$ cat src/rtl/btn_pkg.sv
// rtl/btn_pkg.sv - shared constants and types for the push-button front end
package btn_pkg;

  localparam int NUM_BTN = 5;

  localparam int BTN_C = 0;
  localparam int BTN_U = 1;
  localparam int BTN_L = 2;
  localparam int BTN_R = 3;
  localparam int BTN_D = 4;

  localparam int DEF_DEBOUNCE_CYCLES = 1_000_000;
  localparam int DEF_REPEAT_DELAY    = 50_000_000;
  localparam int DEF_REPEAT_PERIOD   = 10_000_000;
  localparam logic [NUM_BTN-1:0] DEF_REPEAT_MASK = 5'b10010;

  typedef enum logic [1:0] {
    RPT_IDLE   = 2'd0,
    RPT_DELAY  = 2'd1,
    RPT_REPEAT = 2'd2
  } rpt_state_t;

  function automatic int max2(input int a, input int b);
    return (a > b) ? a : b;
  endfunction

endpackage

$ cat src/rtl/btn_conditioner_if.sv
// rtl/btn_conditioner_if.sv - raw button inputs and conditioned level/pulse outputs
interface btn_conditioner_if;
  import btn_pkg::*;

  logic [NUM_BTN-1:0] btn_raw;
  logic [NUM_BTN-1:0] btn_level;
  logic [NUM_BTN-1:0] btn_press;
  logic [NUM_BTN-1:0] btn_release;

  modport master (
    output btn_raw,
    input  btn_level,
    input  btn_press,
    input  btn_release
  );

  modport slave (
    input  btn_raw,
    output btn_level,
    output btn_press,
    output btn_release
  );

endinterface

$ cat src/rtl/btn_debounce.sv
// rtl/btn_debounce.sv - one button: synchroniser, stable-count debounce, edge pulses, optional auto-repeat
module btn_debounce
  import btn_pkg::*;
#(
  parameter int DEBOUNCE_CYCLES = DEF_DEBOUNCE_CYCLES,
  parameter int REPEAT_DELAY    = DEF_REPEAT_DELAY,
  parameter int REPEAT_PERIOD   = DEF_REPEAT_PERIOD,
  parameter bit REPEAT_EN       = 1'b0
) (
  input  logic clk100mhz,
  input  logic rst_n,
  input  logic raw,
  output logic level,
  output logic press_pulse,
  output logic release_pulse
);

  localparam int CNT_W    = $clog2(DEBOUNCE_CYCLES);
  localparam int RPT_MAX  = max2(REPEAT_DELAY, REPEAT_PERIOD);
  localparam int RPT_W    = $clog2(RPT_MAX + 1);
  localparam int DLY_LOAD = (REPEAT_DELAY > 1) ? REPEAT_DELAY - 1 : 0;
  localparam int PER_LOAD = (REPEAT_PERIOD > 1) ? REPEAT_PERIOD - 1 : 0;

  logic [1:0]       sync;
  logic             s;
  logic [CNT_W-1:0] cnt;
  logic             cnt_done;
  logic             flip;
  logic             rise;
  logic             fall;

  rpt_state_t       state, state_nxt;
  logic [RPT_W-1:0] rcnt, rcnt_nxt;
  logic             rpt_pulse;

  assign s        = sync[1];
  assign cnt_done = (cnt == CNT_W'(DEBOUNCE_CYCLES - 1));
  assign flip     = (s != level) && cnt_done;
  assign rise     = flip && s;
  assign fall     = flip && !s;

  always_ff @(posedge clk100mhz or negedge rst_n) begin
    if (!rst_n) begin
      sync  <= '0;
      cnt   <= '0;
      level <= 1'b0;
    end else begin
      sync <= {sync[0], raw};
      if (s == level || cnt_done) begin
        cnt <= '0;
      end else begin
        cnt <= cnt + CNT_W'(1);
      end
      if (flip) begin
        level <= s;
      end
    end
  end

  // Down-counter reloads on every press/repeat pulse, so it never needs to wrap.
  always_comb begin
    state_nxt = state;
    rcnt_nxt  = rcnt;
    rpt_pulse = 1'b0;
    case (state)
      RPT_IDLE: begin
        if (rise) begin
          state_nxt = RPT_DELAY;
          rcnt_nxt  = RPT_W'(DLY_LOAD);
        end
      end
      RPT_DELAY, RPT_REPEAT: begin
        if (fall) begin
          state_nxt = RPT_IDLE;
          rcnt_nxt  = '0;
        end else if (rcnt == '0) begin
          rpt_pulse = 1'b1;
          state_nxt = RPT_REPEAT;
          rcnt_nxt  = RPT_W'(PER_LOAD);
        end else begin
          rcnt_nxt  = rcnt - RPT_W'(1);
        end
      end
      default: begin
        state_nxt = RPT_IDLE;
        rcnt_nxt  = '0;
      end
    endcase
    if (!REPEAT_EN) begin
      state_nxt = RPT_IDLE;
      rcnt_nxt  = '0;
      rpt_pulse = 1'b0;
    end
  end

  always_ff @(posedge clk100mhz or negedge rst_n) begin
    if (!rst_n) begin
      state         <= RPT_IDLE;
      rcnt          <= '0;
      press_pulse   <= 1'b0;
      release_pulse <= 1'b0;
    end else begin
      state         <= state_nxt;
      rcnt          <= rcnt_nxt;
      press_pulse   <= rise || rpt_pulse;
      release_pulse <= fall;
    end
  end

endmodule

$ cat src/rtl/btn_conditioner.sv
// rtl/btn_conditioner.sv - five independent button conditioners feeding the LED controller
module btn_conditioner
  import btn_pkg::*;
#(
  parameter int DEBOUNCE_CYCLES = DEF_DEBOUNCE_CYCLES,
  parameter int REPEAT_DELAY    = DEF_REPEAT_DELAY,
  parameter int REPEAT_PERIOD   = DEF_REPEAT_PERIOD,
  parameter logic [NUM_BTN-1:0] REPEAT_MASK = DEF_REPEAT_MASK
) (
  input  logic clk100mhz,
  input  logic rst_n,
  btn_conditioner_if.slave bus
);

  logic [NUM_BTN-1:0] level_v;
  logic [NUM_BTN-1:0] press_v;
  logic [NUM_BTN-1:0] release_v;

  for (genvar i = 0; i < NUM_BTN; i++) begin : g_btn
    btn_debounce #(
      .DEBOUNCE_CYCLES (DEBOUNCE_CYCLES),
      .REPEAT_DELAY    (REPEAT_DELAY),
      .REPEAT_PERIOD   (REPEAT_PERIOD),
      .REPEAT_EN       (REPEAT_MASK[i])
    ) u_btn (
      .clk100mhz     (clk100mhz),
      .rst_n         (rst_n),
      .raw           (bus.btn_raw[i]),
      .level         (level_v[i]),
      .press_pulse   (press_v[i]),
      .release_pulse (release_v[i])
    );
  end

  assign bus.btn_level   = level_v;
  assign bus.btn_press   = press_v;
  assign bus.btn_release = release_v;

endmodule

$ cat src/flat_wrapper.sv
// flat-port wrapper written by rule: the top's interface ports become plain ports
module btn_conditioner_flat import btn_pkg::*;
#(
  parameter int DEBOUNCE_CYCLES = DEF_DEBOUNCE_CYCLES,
  parameter int REPEAT_DELAY    = DEF_REPEAT_DELAY,
  parameter int REPEAT_PERIOD   = DEF_REPEAT_PERIOD,
  parameter logic [NUM_BTN-1:0] REPEAT_MASK = DEF_REPEAT_MASK
)
  (clk100mhz, rst_n, bus_btn_raw, bus_btn_level, bus_btn_press, bus_btn_release);
  btn_conditioner_if bus_i ();
  input  logic clk100mhz;
  input  logic rst_n;
  input wire logic [$bits(bus_i.btn_raw)-1:0] bus_btn_raw;
  output wire logic [$bits(bus_i.btn_level)-1:0] bus_btn_level;
  output wire logic [$bits(bus_i.btn_press)-1:0] bus_btn_press;
  output wire logic [$bits(bus_i.btn_release)-1:0] bus_btn_release;
  assign bus_i.btn_raw = bus_btn_raw;
  assign bus_btn_level = bus_i.btn_level;
  assign bus_btn_press = bus_i.btn_press;
  assign bus_btn_release = bus_i.btn_release;
  btn_conditioner #(.DEBOUNCE_CYCLES(DEBOUNCE_CYCLES), .REPEAT_DELAY(REPEAT_DELAY), .REPEAT_PERIOD(REPEAT_PERIOD), .REPEAT_MASK(REPEAT_MASK)) u_core (.clk100mhz(clk100mhz), .rst_n(rst_n), .bus(bus_i));
endmodule
$ cat config.mk
export PLATFORM = sky130hd
export DESIGN_NAME = btn_conditioner_flat
export DESIGN_NICKNAME = d
export VERILOG_FILES = /design/src/rtl/btn_pkg.sv /design/src/rtl/btn_conditioner_if.sv /design/src/rtl/btn_debounce.sv /design/src/rtl/btn_conditioner.sv /design/src/flat_wrapper.sv
export SDC_FILE = /design/constraint.sdc
export NUM_CORES = 1
export LEC_CHECK = 0
export ABC_CLOCK_PERIOD_IN_PS = 3160
export BUFFER_PORTS_ARGS = -buffer_cell sky130_fd_sc_hd__buf_2
export CORE_ASPECT_RATIO = 0.75
export CORE_MARGIN = 3
export CORE_UTILIZATION = 45
export DETAILED_ROUTE_END_ITERATION = 6
export PLACE_DENSITY = 0.66
export SYNTH_ARGS = -nofsm -noshare
export SYNTH_HDL_FRONTEND = slang
export SYNTH_HIERARCHICAL = 1
export SYNTH_SLANG_ARGS = --single-unit
$ cat constraint.sdc
create_clock -name clk100mhz -period 3.16 [get_ports clk100mhz]
set_input_delay 0.632 -clock clk100mhz [delete_from_list [all_inputs] [get_ports clk100mhz]]
set_output_delay 0.632 -clock clk100mhz [all_outputs]
set_load 0.01 [all_outputs]
After elaboration in Yosys (flattened, before gate mapping)
Index checks and enable logic that the tools add are counted.

storage, ports and cells
  RAM bits = 0
  memories kept = 0
  ROM bits = 0
  word-level logic and storage cells = 121
  bits in latches = 0
  register bits = 181

cells by class
  reductions and logical operators = 35
  mux-type cells = 27
  shift-type cells = 0
  magnitude comparators = 0
  eq/ne operators = 23
  $mul = 0
  bitwise gates (word level) = 0
  div/mod/pow operators = 0
  add/subtract/negate cells = 7

operators with widths
  kind                   number
  $mux 26                6
  $pmux 26 s2            2
  $add 20x1->20 const B  5
  $eq 20x20->1 const B   5
  $mux 20                5
  $logic_not 26->1       2
  $sub 26x1->26 const B  2
  $logic_and 1x1->1      15
  $mux 2                 6
  $pmux 2 s2             2
  $logic_or 1x1->1       7
  $mux 1                 6
  $ne 3x3->1 const B     2
  $eq 1x1->1             5
  $logic_not 1->1        5
  $ne 1x1->1             5
  $eq 2x1->1 const B     2
  $eq 2x2->1 const B     2
  $logic_not 2->1        2
  $ne 2x2->1 const B     2
  $reduce_and 2->1       2
  $reduce_or 2->1        2

Logic depth before layout (Yosys ltp)
Gate-level depths: netlist of run 1.

  word-level depth = 6
  depth in mapped cells = 10
  depth with buffers taken out = 8

Hierarchy
The synthesis of run 1 kept the hierarchy.

by module, submodules not included
  module                                     instances  cells each  area an instance (µm²)  sequential area each (µm²)
  btn_debounce at u_core.g_btn[1].u_btn ...  2          326         2882.8                  1326.3
  btn_debounce at u_core.g_btn[0].u_btn ...  3          109         1154.9                  625.6

Worst setup path before layout of run 1
Ideal clock, no wire load.

  kind = reg2reg
  from = register u_core.g_btn[1].u_btn.rcnt[10]
  to = register u_core.g_btn[1].u_btn.rcnt[16]
  stages on the path, launching flop included = 7
  library setup time = 0.126 ns
  clock period less this slack = 2.287 ns
  setup slack = 0.873 ns
  required time = 3.034 ns
  data arrival time = 2.161 ns
  path through = dfrtp_1 -> or4_4 -> or3_1 -> buf_6 -> or2_4 -> o31a_1 -> a221o_1

on the way
  word-level cells in the longest chain between the ends = 4
  elaborated cells on any way between the ends = 5
  those cells by class = 1 x add/sub; 3 x mux; 1 x reduce/logical

ends and longest elaborated chain
  item                                                      RTL line                                RTL
  start, declared                                           btn_debounce.sv:33                      logic [RPT_W-1:0] rcnt, rcnt_nxt;
  start signal, assigned                                    btn_debounce.sv:104                     rcnt <= rcnt_nxt;
  $sub 26x1->26 / $logic_not 26->1 (equally long branches)  btn_debounce.sv:81, btn_debounce.sv:76
  $mux 26 (*)                                               btn_debounce.sv:76                      end else if (rcnt == '0) begin
  $mux 26 (*)                                               btn_debounce.sv:73                      if (fall) begin
  $pmux 26 s2 (*)                                           btn_debounce.sv:65                      case (state)

Every way passes the cells marked *; elsewhere a longest branch is shown, timed or not.
A chain may end at the register's enable or synchronous reset.

Worst setup path after layout of run 1
  from = register u_core.g_btn[1].u_btn.cnt[6]
  to = register u_core.g_btn[1].u_btn.rcnt[6]

on the way
  word-level cells in the longest chain between the ends = 5
  elaborated cells on any way between the ends = 7
  those cells by class = 2 x eq/ne; 2 x mux; 3 x reduce/logical

ends and longest elaborated chain
  item                    RTL line            RTL
  start, declared         btn_debounce.sv:26  logic [CNT_W-1:0] cnt;
  start signal, assigned  btn_debounce.sv:52  cnt <= cnt + CNT_W'(1);
  $eq 20x20->1 (*)        btn_debounce.sv:37  assign cnt_done = (cnt == CNT_W'(DEBOUNCE_CYCLES - 1));
  $logic_and 1x1->1 (*)   btn_debounce.sv:38  assign flip = (s != level) && cnt_done;
  $logic_and 1x1->1       btn_debounce.sv:40  assign fall = flip && !s;
  $mux 26                 btn_debounce.sv:73
  $pmux 26 s2             btn_debounce.sv:65

Marked as above.

==> flow_summary.json, run 1 <==
{
  "reg2reg_slack_ns": 0.48,
  "path_cells": "nor4_1 > nand4_1 > o21a_1 > nor2_1 > inv_1 > o311ai_0",
  "path_depth": 6,
  "final_antenna_net_count": 0,
  "cts_hold_buf": 0,
  "whs_ns": 0.196,
  "outcome": "completed",
  "endpoint_kind": "flip-flop",
  "synth_nets": 999,
  "grt-ovfl-total": 0,
  "yosysWarnings": 6,
  "root_buffer": "clkbuf_16",
  "endpoint": "u_core/g_btn[1].u_btn/rcnt[6]",
  "grt_first_pass_wirelength_mm": 33.1,
  "cellPowerDensity_nw_per_um2": 451,
  "h-tree-depth": 4,
  "gr-usage-all-layers_pct": 18.1,
  "rr_worst_depth": 6,
  "io_buffers": 21,
  "fp-row-count": 44,
  "syn_inst": 979,
  "cts_buffer_depth": 2,
  "synth_cell_types": 57,
  "nFillCells": 1754,
  "regArea_um2": 4530,
  "syn2layout_area_growth_pct": 11.2,
  "synth.most_common_cell": "dfrtp_1",
  "hold_viol_final": 0,
  "die_h_um": 130,
  "synth-edff-count": 0,
  "vdd_drop_max_v": 0.000339,
  "critical-path-top-delay-family": "simple AND/OR/NAND/NOR gates",
  "start_util_pct": 46.7,
  "wl_mm": 19.4,
  "switching_power_uw": 1070,
  "final_area_um2": 10300,
  "clkLatencyLatePin_ns": 0.44,
  "cellInternalPower_uw": 3560,
  "critPathLaunchType": "flip-flop",
  "slowest_stage": "nor2_1",
  "required_ns": 3.48,
  "cp.buffers_inverters": 1,
  "final.min_clock_period_ns": 2.68,
  "hold_path_class": "in2async",
  "grt_setup_unrepaired": "false",
  "cts.sinks": 181,
  "finalCritPeriodShare_pct": 84.9,
  "critPathMaxFanout": 12,
  "switching_share_pct": 23.2,
  "gp_congestion": 0.922,
  "ys.flop_type": "dfrtp_1",
  "post-route-util_pct": 51.9,
  "drive_gt1_share_pct": 9.89,
  "cts_tree": "built",
  "clk_pin_slew_worst_paths_ns": 0.07,
  "seqPwrFrac_pct": 50.9,
  "cts_buffers": 17,
  "crit_type": "reg2reg",
  "tns_ns": 0,
  "worst_slew_pin_slew_ns": 0.731,
  "rr_endpoint": "u_core/g_btn[1].u_btn/rcnt[6]",
  "ys_seq_area_share_pct": 49.1,
  "hpwl_mm": 12.9,
  "grt_max_degree": 70,
  "ioPinCount": 22,
  "synthTopCellsByCount": "181 x dfrtp_1, 160 x nor2_1, 61 x nand2_1, 58 x xnor2_1, 50 x o21ai_0",
  "synth.top_cells.by_area": "dfrtp_1 49%, nor2_1 6.5%, xnor2_1 5.5%",
  "synth.cell_area_um2": 9230,
  "max-cap-violations": 0,
  "die_width_um": 171,
  "first_iter_violations": 686,
  "first_pass_iters": 6,
  "yosys.area.top_type": "dfrtp_1",
  "rr_startpoint": "u_core/g_btn[1].u_btn/cnt[6]",
  "routedWlPerCell_um": 15.2,
  "layout.nets": 1028,
  "dr_total_vias": 7232,
  "arrival_ns": 3.00,
  "relSlewSlack_pct": 50.8,
  "ys_async_sr_fraction_pct": 100,
  "core_area_um2": 19800,
  "antenna_cells": 0,
  "post_cts_buffers": 0,
  "avgViaCountPerCell": 5.68,
  "startpoint": "u_core/g_btn[1].u_btn/cnt[6]",
  "post_dp_cell_area_um2": 9670,
  "synth-seq-cells": 181,
  "cpPeakStageDelay_ns": 0.46,
  "drc_errors": 0,
  "p_leak_uw": 0.00448,
  "multi_input_area_um2": 4440,
  "cts_resized": 0,
  "grt_pass1_vias": 6512,
  "max_freq_mhz": 373,
  "pwr-share-clk_pct": 46.8,
  "slew_viol_final": 0,
  "antenna_found_initial": 0,
  "die_area_um2": 22300,
  "skew_ns": 0.00585,
  "p_comb_share_pct": 2.3,
  "synth_top_cell_area_share_pct": 49.1,
  "setup_viol": 0,
  "syn_area_per_cell_um2": 9.43
}
## layer usage
metal  GRT usage [%]  vias to the layer above  share of wire (%)
li1                -                     3578                  -
met1            29.0                     3482                 54
met2            24.7                      155                 40
met3            4.18                       17                4.7
met4            4.07                        0               0.90
met5               0                        -                  0
## placed cells by master (no fill, tap or decap), drive strengths merged, types with 26 or more instances in the layout
master and instances:
nor2 160, nand4 30, nor3 51, nand2 61, inv 43, xnor2 58
nor4 35, dfrtp 181, o21ai 55, xor2 26, buf 36, nand3 41
## power groups by stage
stage	Combinational (uW)	Clock, uW	Sequential (uW)
final	105	2160	2360
after global routing	125	2320	2360
after CTS	111	2230	2360
after detailed placement	111	0	2400
after global placement	110	0	2400
after floorplan	43.7	0	2400
## registers in the layout, summed over array words and instances (netlist names)
| name | flops |
|---|---|
| u_core/g_btn.u_btn/cnt | 100 |
| u_core/g_btn.u_btn/rcnt | 52 |
| u_core/g_btn.u_btn/sync | 10 |
| u_core/g_btn.u_btn/level | 5 |
| u_core/g_btn.u_btn/press_pulse | 5 |
| u_core/g_btn.u_btn/release_pulse | 5 |
| u_core/g_btn.u_btn/state | 4 |
## per-stage QoR
| step | std cells | power [uW] | setup slack [ns] |
|---|---|---|---|
| global placement | 1242 | 2510 | 0.622 |
| global route | 1274 | 4800 | 0.182 |
| floorplan | 979 | 2440 | 0.873 |
| detailed placement | 1242 | 2510 | 0.565 |
| CTS | 1274 | 4700 | 0.521 |
| finish | 1274 | 4630 | 0.476 |
## how the worst min path moves through the flow
stage | endpoint | from | slack, ns
after floorplan | u_core/g_btn[0].u_btn/sync[1] | u_core/g_btn[0].u_btn/sync[0] | 0.33
after global placement | u_core/g_btn[0].u_btn/sync[1] | u_core/g_btn[0].u_btn/sync[0] | 0.33
after detailed placement | u_core/g_btn[0].u_btn/sync[1] | u_core/g_btn[0].u_btn/sync[0] | 0.34
after CTS | u_core/g_btn[2].u_btn/cnt[2] | rst_n | 0.21
after global routing | u_core/g_btn[2].u_btn/cnt[3] | rst_n | 0.23
final | u_core/g_btn[2].u_btn/cnt[2] | rst_n | 0.20
## cell type report
cell class / instances / area share (%)
Sequential cell: 181 / 44.1
Tap cell: 253 / 3.08
Clock buffer: 17 / 4.15
Clock inverter: 15 / 1.67
Inverter: 36 / 1.32
Multi-Input combinational cell: 735 / 43.2
Timing Repair Buffer: 37 / 2.40
## cell families (layout without fill, tap and decap cells)
family,Yosys count,after routing,synth area share (%)
AO/OA/AOI/OAI,157,157,11.0
XOR/XNOR,84,84,7.97
adder cells (fa/ha/maj),13,13,1.76
buffers and inverters,63,105,2.85
flip-flops,181,181,49.1
multiplexers,8,8,1.06
AND/OR/NAND/NOR,473,473,26.3
Note: power is estimated with default switching activity, not from simulation.
==> run 2, diff against run 1 <==
--- a/config.mk
+++ b/config.mk
@@ -5,7 +5,7 @@
 export SDC_FILE = /design/constraint.sdc
 export NUM_CORES = 1
 export LEC_CHECK = 0
-export ABC_CLOCK_PERIOD_IN_PS = 3160
+export ABC_CLOCK_PERIOD_IN_PS = 2600
 export BUFFER_PORTS_ARGS = -buffer_cell sky130_fd_sc_hd__buf_2
 export CORE_ASPECT_RATIO = 0.75
 export CORE_MARGIN = 3
==> constraint.sdc (replaced) <==
create_clock -name clk100mhz -period 2.6 [get_ports clk100mhz]
set_input_delay 0.52 -clock clk100mhz [delete_from_list [all_inputs] [get_ports clk100mhz]]
set_output_delay 0.52 -clock clk100mhz [all_outputs]
set_load 0.01 [all_outputs]
==> run 2 against run 1 <==
Flip-flop and latch count did not move. Non-clock buffer count is 21 higher. Register-to-register slack worse by 0.30 ns. Critical path depth is the same. Highest routed layer unchanged. Cell count rose by 1.6%. Clock-buffer cell count unchanged. Cell area up 1.9%. Die area is the same. Sequential power rose by 21%.
==> flow_summary.json, run 2 (same netlist as run 1, synthesis figures left out) <==
{
  "max-cap-violations": 0,
  "switching_share_pct": 24.6,
  "ioPinCount": 22,
  "setup_viol": 0,
  "nFillCells": 1788,
  "total_power_uw": 5670,
  "outcome": "completed",
  "largest_register_ff_count": 100,
  "dr_total_vias": 7258,
  "start_util_pct": 46.7,
  "regArea_um2": 4530,
  "multi_input_area_um2": 4440,
  "die_h_um": 130,
  "switching_power_uw": 1390,
  "final_area_um2": 10500,
  "cellPowerDensity_nw_per_um2": 542,
  "avgViaCountPerCell": 5.60,
  "required_ns": 2.89,
  "p_comb_share_pct": 2.4,
  "wl_mm": 19.7,
  "h-tree-depth": 4,
  "layout_commonest_cell": "dfrtp_1",
  "gr-usage-all-layers_pct": 18.6,
  "die_width_um": 171,
  "hold_viol_final": 0,
  "skew_ns": 0.00800,
  "post-route-util_pct": 52.9,
  "dr_wl_met3_mm": 1.10,
  "arrival_ns": 2.72,
  "pwr-share-clk_pct": 47.0,
  "critPathLaunchType": "flip-flop",
  "fp-row-count": 44,
  "cellInternalPower_uw": 4270,
  "tns_ns": 0,
  "cts_buffers": 17,
  "clkLatencyLatePin_ns": 0.44,
  "layout.nets": 1049,
  "cts_tree": "built",
  "relSlewSlack_pct": 55.2,
  "grt_max_degree": 63,
  "first_iter_violations": 566,
  "gp_congestion": 0.889,
  "grt_setup_unrepaired": "false",
  "grt-ovfl-total": 0,
  "io_buffers": 21,
  "mostFrequentLayoutCells": "181 x dfrtp_1, 160 x nor2_1, 61 x nand2_1",
  "finalCritPeriodShare_pct": 93.3,
  "final.min_clock_period_ns": 2.43,
  "routedWlPerCell_um": 15.2,
  "top_layer": "met4",
  "root_buffer": "clkbuf_16",
  "endpoint_kind": "flip-flop",
  "drc_errors": 0,
  "largestRegisters": "u_core/g_btn.u_btn/cnt x100, u_core/g_btn.u_btn/rcnt x52, u_core/g_btn.u_btn/sync x10",
  "p_leak_uw": 0.00460,
  "final_antenna_net_count": 0,
  "critPathMaxFanout": 7,
  "drt-met1-wl_mm": 10.4,
  "antenna_cells": 0,
  "seqPwrFrac_pct": 50.6,
  "clk_pin_slew_worst_paths_ns": 0.08,
  "worst_slew_pin_slew_ns": 0.666,
  "cts_buffer_depth": 2,
  "slew_viol_final": 0,
  "syn2layout_area_growth_pct": 13.3,
  "route.met2.wl_mm": 7.98,
  "antenna_found_initial": 0,
  "cts.sinks": 181,
  "crit_type": "reg2reg",
  "first_pass_iters": 6,
  "hold_path_class": "in2async",
  "max_freq_mhz": 412,
  "drive_gt1_share_pct": 11.9,
  "grt_first_pass_wirelength_mm": 34.0,
  "post_dp_cell_area_um2": 9830,
  "hpwl_mm": 13.6,
  "die_area_um2": 22300,
  "grt_pass1_vias": 6785,
  "vdd_drop_max_v": 0.000441,
  "core_area_um2": 19800,
  "regMostFlops": "u_core/g_btn.u_btn/cnt"
}
[run 2: metrics by stage]
step	std cells	worst slack [ns]	hold slack, ns
2_1_floorplan	979	0.313	0.224
3_3_place_gp	1262	0.207	0.333
3_5_place_dp	1262	0.168	0.335
4_1_cts	1294	0.158	0.0694
5_1_grt	1295	0.0142	0.0873
6_report	1295	0.175	0.0594
[run 2: power by group through the flow]
stage / clock network [uW] / registers (uW) / logic [uW]
2_1_floorplan: 0 / 2910 / 53.1
3_3_place_gp: 0 / 2920 / 141
3_5_place_dp: 0 / 2920 / 142
4_1_cts: 2740 / 2860 / 142
5_1_grt: 2860 / 2870 / 159
6_report: 2670 / 2860 / 136
[run 2: path summary, 6_finish.rpt]
path                                                       end  slack, ns  cells after the start                            from
worst max-delay path            u_core/g_btn[1].u_btn/rcnt[19]       0.17                      6  u_core/g_btn[1].u_btn/rcnt[10]
worst min-delay path              u_core/g_btn[2].u_btn/cnt[3]       0.06                      1                           rst_n
worst max register to register  u_core/g_btn[1].u_btn/rcnt[19]       0.17                      6  u_core/g_btn[1].u_btn/rcnt[10]
worst min register to register   u_core/g_btn[0].u_btn/sync[1]       0.35                      0   u_core/g_btn[0].u_btn/sync[0]
max in group asynchronous        u_core/g_btn[1].u_btn/rcnt[9]       1.89                      2                           rst_n
min in group clk100mhz           u_core/g_btn[0].u_btn/sync[0]       0.18                      1                  bus_btn_raw[0]
[run 2: cell type report]
| cell class | count | area share (%) |
|---|---|---|
| clock buffer | 17 | 4.07 |
| clock inverter | 15 | 1.82 |
| inverter | 36 | 1.29 |
| multi-input combinational | 735 | 42.5 |
| sequential | 181 | 43.3 |
| tap | 253 | 3.03 |
| timing repair buffer | 58 | 3.98 |
[run 2: what timing repair did]
item | CTS | global route
resized for setup | 0 | 2
setup endpoints to repair | 0 | 4
hold buffers | 0 | 0
setup buffers | 0 | 1
[run 2: layer usage]
metal  vias to the layer above  global-route usage [%]
met5                         -                       0
met4                         0                    4.87
met3                        15                    4.36
met2                       178                    26.0
met1                      3452                    29.1
li1                       3613                       -
[run 2: worst max-delay path, stage by stage, from the launching register on]
cell,delay [ns]
dfrtp_1,0.42
or4_4,0.55
or3_1,0.45
nor3_2,0.46
a21oi_1,0.13
o21ai_0,0.16
o211ai_1,0.11
==> run 3, diff against run 2 <==
--- a/config.mk
+++ b/config.mk
@@ -12,6 +12,7 @@
 export CORE_UTILIZATION = 45
 export DETAILED_ROUTE_END_ITERATION = 6
 export PLACE_DENSITY = 0.66
+export RECOVER_POWER = 100
 export SYNTH_ARGS = -nofsm -noshare
 export SYNTH_HDL_FRONTEND = slang
 export SYNTH_HIERARCHICAL = 1
==> run 3 against run 2 <==
Clock power is essentially flat. Utilization shrank 0.73 points. First-iteration DRC count shrank 6.7%. Largest power group unchanged. Die area is the same. Combinational power shrank 9%. Wire length grew 0.41%. Critical path depth shrank 1. Sequential power is essentially flat. Highest routed layer unchanged. Clock skew is essentially flat. Non-clock buffer count is the same. Setup slack lost 0.052 ns. Critical path type unchanged. Clock-buffer cell count is the same.
==> flow_summary.json, run 3 (same netlist as run 1, synthesis figures left out) <==
{
  "outcome": "completed",
  "first_pass_iters": 7,
  "relSlewSlack_pct": 0.603,
  "grt-ovfl-total": 0,
  "layout.nets": 1049,
  "die_area_um2": 22300,
  "required_ns": 2.92,
  "hpwl_mm": 13.6,
  "gp_congestion": 0.889,
  "hold_path_class": "in2reg",
  "gr-usage-all-layers_pct": 18.6,
  "clkLatencyLatePin_ns": 0.44,
  "avgViaCountPerCell": 5.59,
  "final.min_clock_period_ns": 2.48,
  "critPathMaxFanout": 6,
  "hold_depth": 1,
  "die_width_um": 171,
  "regMostFlops": "u_core/g_btn.u_btn/cnt",
  "arrival_ns": 2.80,
  "cts_buffers": 17,
  "mostFrequentLayoutCells": "181 x dfrtp_1, 160 x nor2_1, 61 x nand2_1",
  "slew_viol_final": 0,
  "cts_hold_buf": 0,
  "vdd_drop_max_v": 0.000442,
  "skew_ns": 0.00831,
  "whs_ns": 0.179,
  "slowest_stage": "or4_4",
  "h-tree-depth": 4,
  "drive_gt1_share_pct": 8.16,
  "hold_viol_final": 0,
  "rr_endpoint": "u_core/g_btn[4].u_btn/rcnt[16]",
  "critPathLaunchType": "flip-flop",
  "io_buffers": 21,
  "cts_tree": "built",
  "largestRegisters": "u_core/g_btn.u_btn/cnt x100, u_core/g_btn.u_btn/rcnt x52, u_core/g_btn.u_btn/sync x10",
  "path_cells": "or4_4 > or3_1 > or2_0 > o31a_1 > a221o_1",
  "finalCritPeriodShare_pct": 95.3,
  "root_buffer": "clkbuf_16",
  "cpPeakStageDelay_ns": 0.55,
  "ioPinCount": 22,
  "antenna_cells": 0,
  "largest_register_ff_count": 100,
  "grt_setup_unrepaired": "false",
  "antenna_found_initial": 0,
  "endpoint_kind": "flip-flop",
  "grt_max_degree": 63,
  "start_util_pct": 46.7,
  "tns_ns": 0,
  "max-cap-violations": 0,
  "first_iter_violations": 528,
  "routedWlPerCell_um": 15.3,
  "worst_slew_pin_slew_ns": 1.49,
  "max_freq_mhz": 404,
  "min_to": "u_core/g_btn[0].u_btn/sync[0]",
  "clk_pin_slew_worst_paths_ns": 0.08,
  "grt_pass1_vias": 6785,
  "wl_mm": 19.8,
  "drc_errors": 0,
  "min_from": "bus_btn_raw[0]",
  "dr_total_vias": 7238,
  "crit_type": "reg2reg",
  "fp-row-count": 44,
  "rr_startpoint": "u_core/g_btn[4].u_btn/rcnt[10]",
  "p_leak_uw": 0.00446,
  "cts.sinks": 181,
  "cts_buffer_depth": 2,
  "final_antenna_net_count": 0,
  "syn2layout_area_growth_pct": 11.7,
  "die_h_um": 130,
  "layout_commonest_cell": "dfrtp_1",
  "setup_viol": 0,
  "reg2reg_slack_ns": 0.12,
  "grt_first_pass_wirelength_mm": 34.0,
  "cellPowerDensity_nw_per_um2": 548,
  "core_area_um2": 19800,
  "rr_worst_depth": 5
}
==> run 3: cell count changes in the layout (fill, tap and decap cells not counted), sizes merged <==
cell	delta
buf	-30
clkbuf	+30
==> run 3: final cells by class <==
cell class | count | area, um^2
inverter | 36 | 135
sequential | 181 | 4530
clock inverter | 15 | 190
tap | 253 | 317
multi-input combinational | 735 | 4400
timing repair buffer | 58 | 320
clock buffer | 17 | 425
fill | 1818 | 9450
==> run 3: power breakdown <==
group | total [uW] | leakage, uW | internal [uW] | switching [uW]
logic | 124 | 0.00166 | 29.6 | 94.6
registers | 2860 | 0.00249 | 2840 | 25.2
clock network | 2670 | 0.000302 | 1390 | 1270
total | 5650 | 0.00446 | 4260 | 1390
==> run 3: routing by layer <==
| layer | share of wire [%] | global-route usage (%) | wire [um] | up-vias |
|---|---|---|---|---|
| li1 | - | - | - | 3609 |
| met3 | 5.0 | 4.36 | 981 | 15 |
| met4 | 0.86 | 4.87 | 170 | 0 |
| met2 | 41 | 26.0 | 8050 | 155 |
| met1 | 53 | 29.1 | 10500 | 3459 |
| met5 | 0 | 0 | 0 | - |
==> run 3: repair_timing <==
| action | CTS | global route |
|---|---|---|
| resized for setup | 0 | 2 |
| endpoints found under the setup margin | 0 | 4 |
| buffers inserted | 0 | 1 |
==> run 3: worst max-delay path by stage <==
| stage | from | endpoint | slack [ns] | cells past startpoint |
|---|---|---|---|---|
| after global routing | u_core/g_btn[4].u_btn/rcnt[0] | u_core/g_btn[4].u_btn/rcnt[24] | 0.01 | 9 |
| after global placement | u_core/g_btn[4].u_btn/rcnt[14] | u_core/g_btn[4].u_btn/rcnt[6] | 0.21 | 7 |
| after CTS | u_core/g_btn[4].u_btn/rcnt[14] | u_core/g_btn[4].u_btn/rcnt[6] | 0.16 | 7 |
| after floorplan | u_core/g_btn[1].u_btn/rcnt[10] | u_core/g_btn[1].u_btn/rcnt[16] | 0.31 | 6 |
| final | u_core/g_btn[4].u_btn/rcnt[10] | u_core/g_btn[4].u_btn/rcnt[16] | 0.12 | 5 |
| after detailed placement | u_core/g_btn[4].u_btn/cnt[6] | u_core/g_btn[4].u_btn/rcnt[6] | 0.17 | 6 |
==> run 3: worst max-delay path, delay by kind of cell, from the launching register on <==
family	cells	cell delay, ns
and+or+nand+nor	3	1.36
DFF	1	0.42
AOI/OAI and AO/OA	2	0.59
==> run 3: metrics by stage <==
stage	cell area [um^2]	cells	setup WS, ns	utilization (%)	power (uW)
floorplan	9230	979	0.313	-	2970
global placement	9830	1262	0.207	49.7	3060
detailed placement	9830	1262	0.168	49.7	3060
CTS	10400	1294	0.158	52.8	5750
global route	10300	1295	0.0142	52.2	5870
finish	10300	1295	0.122	52.2	5650
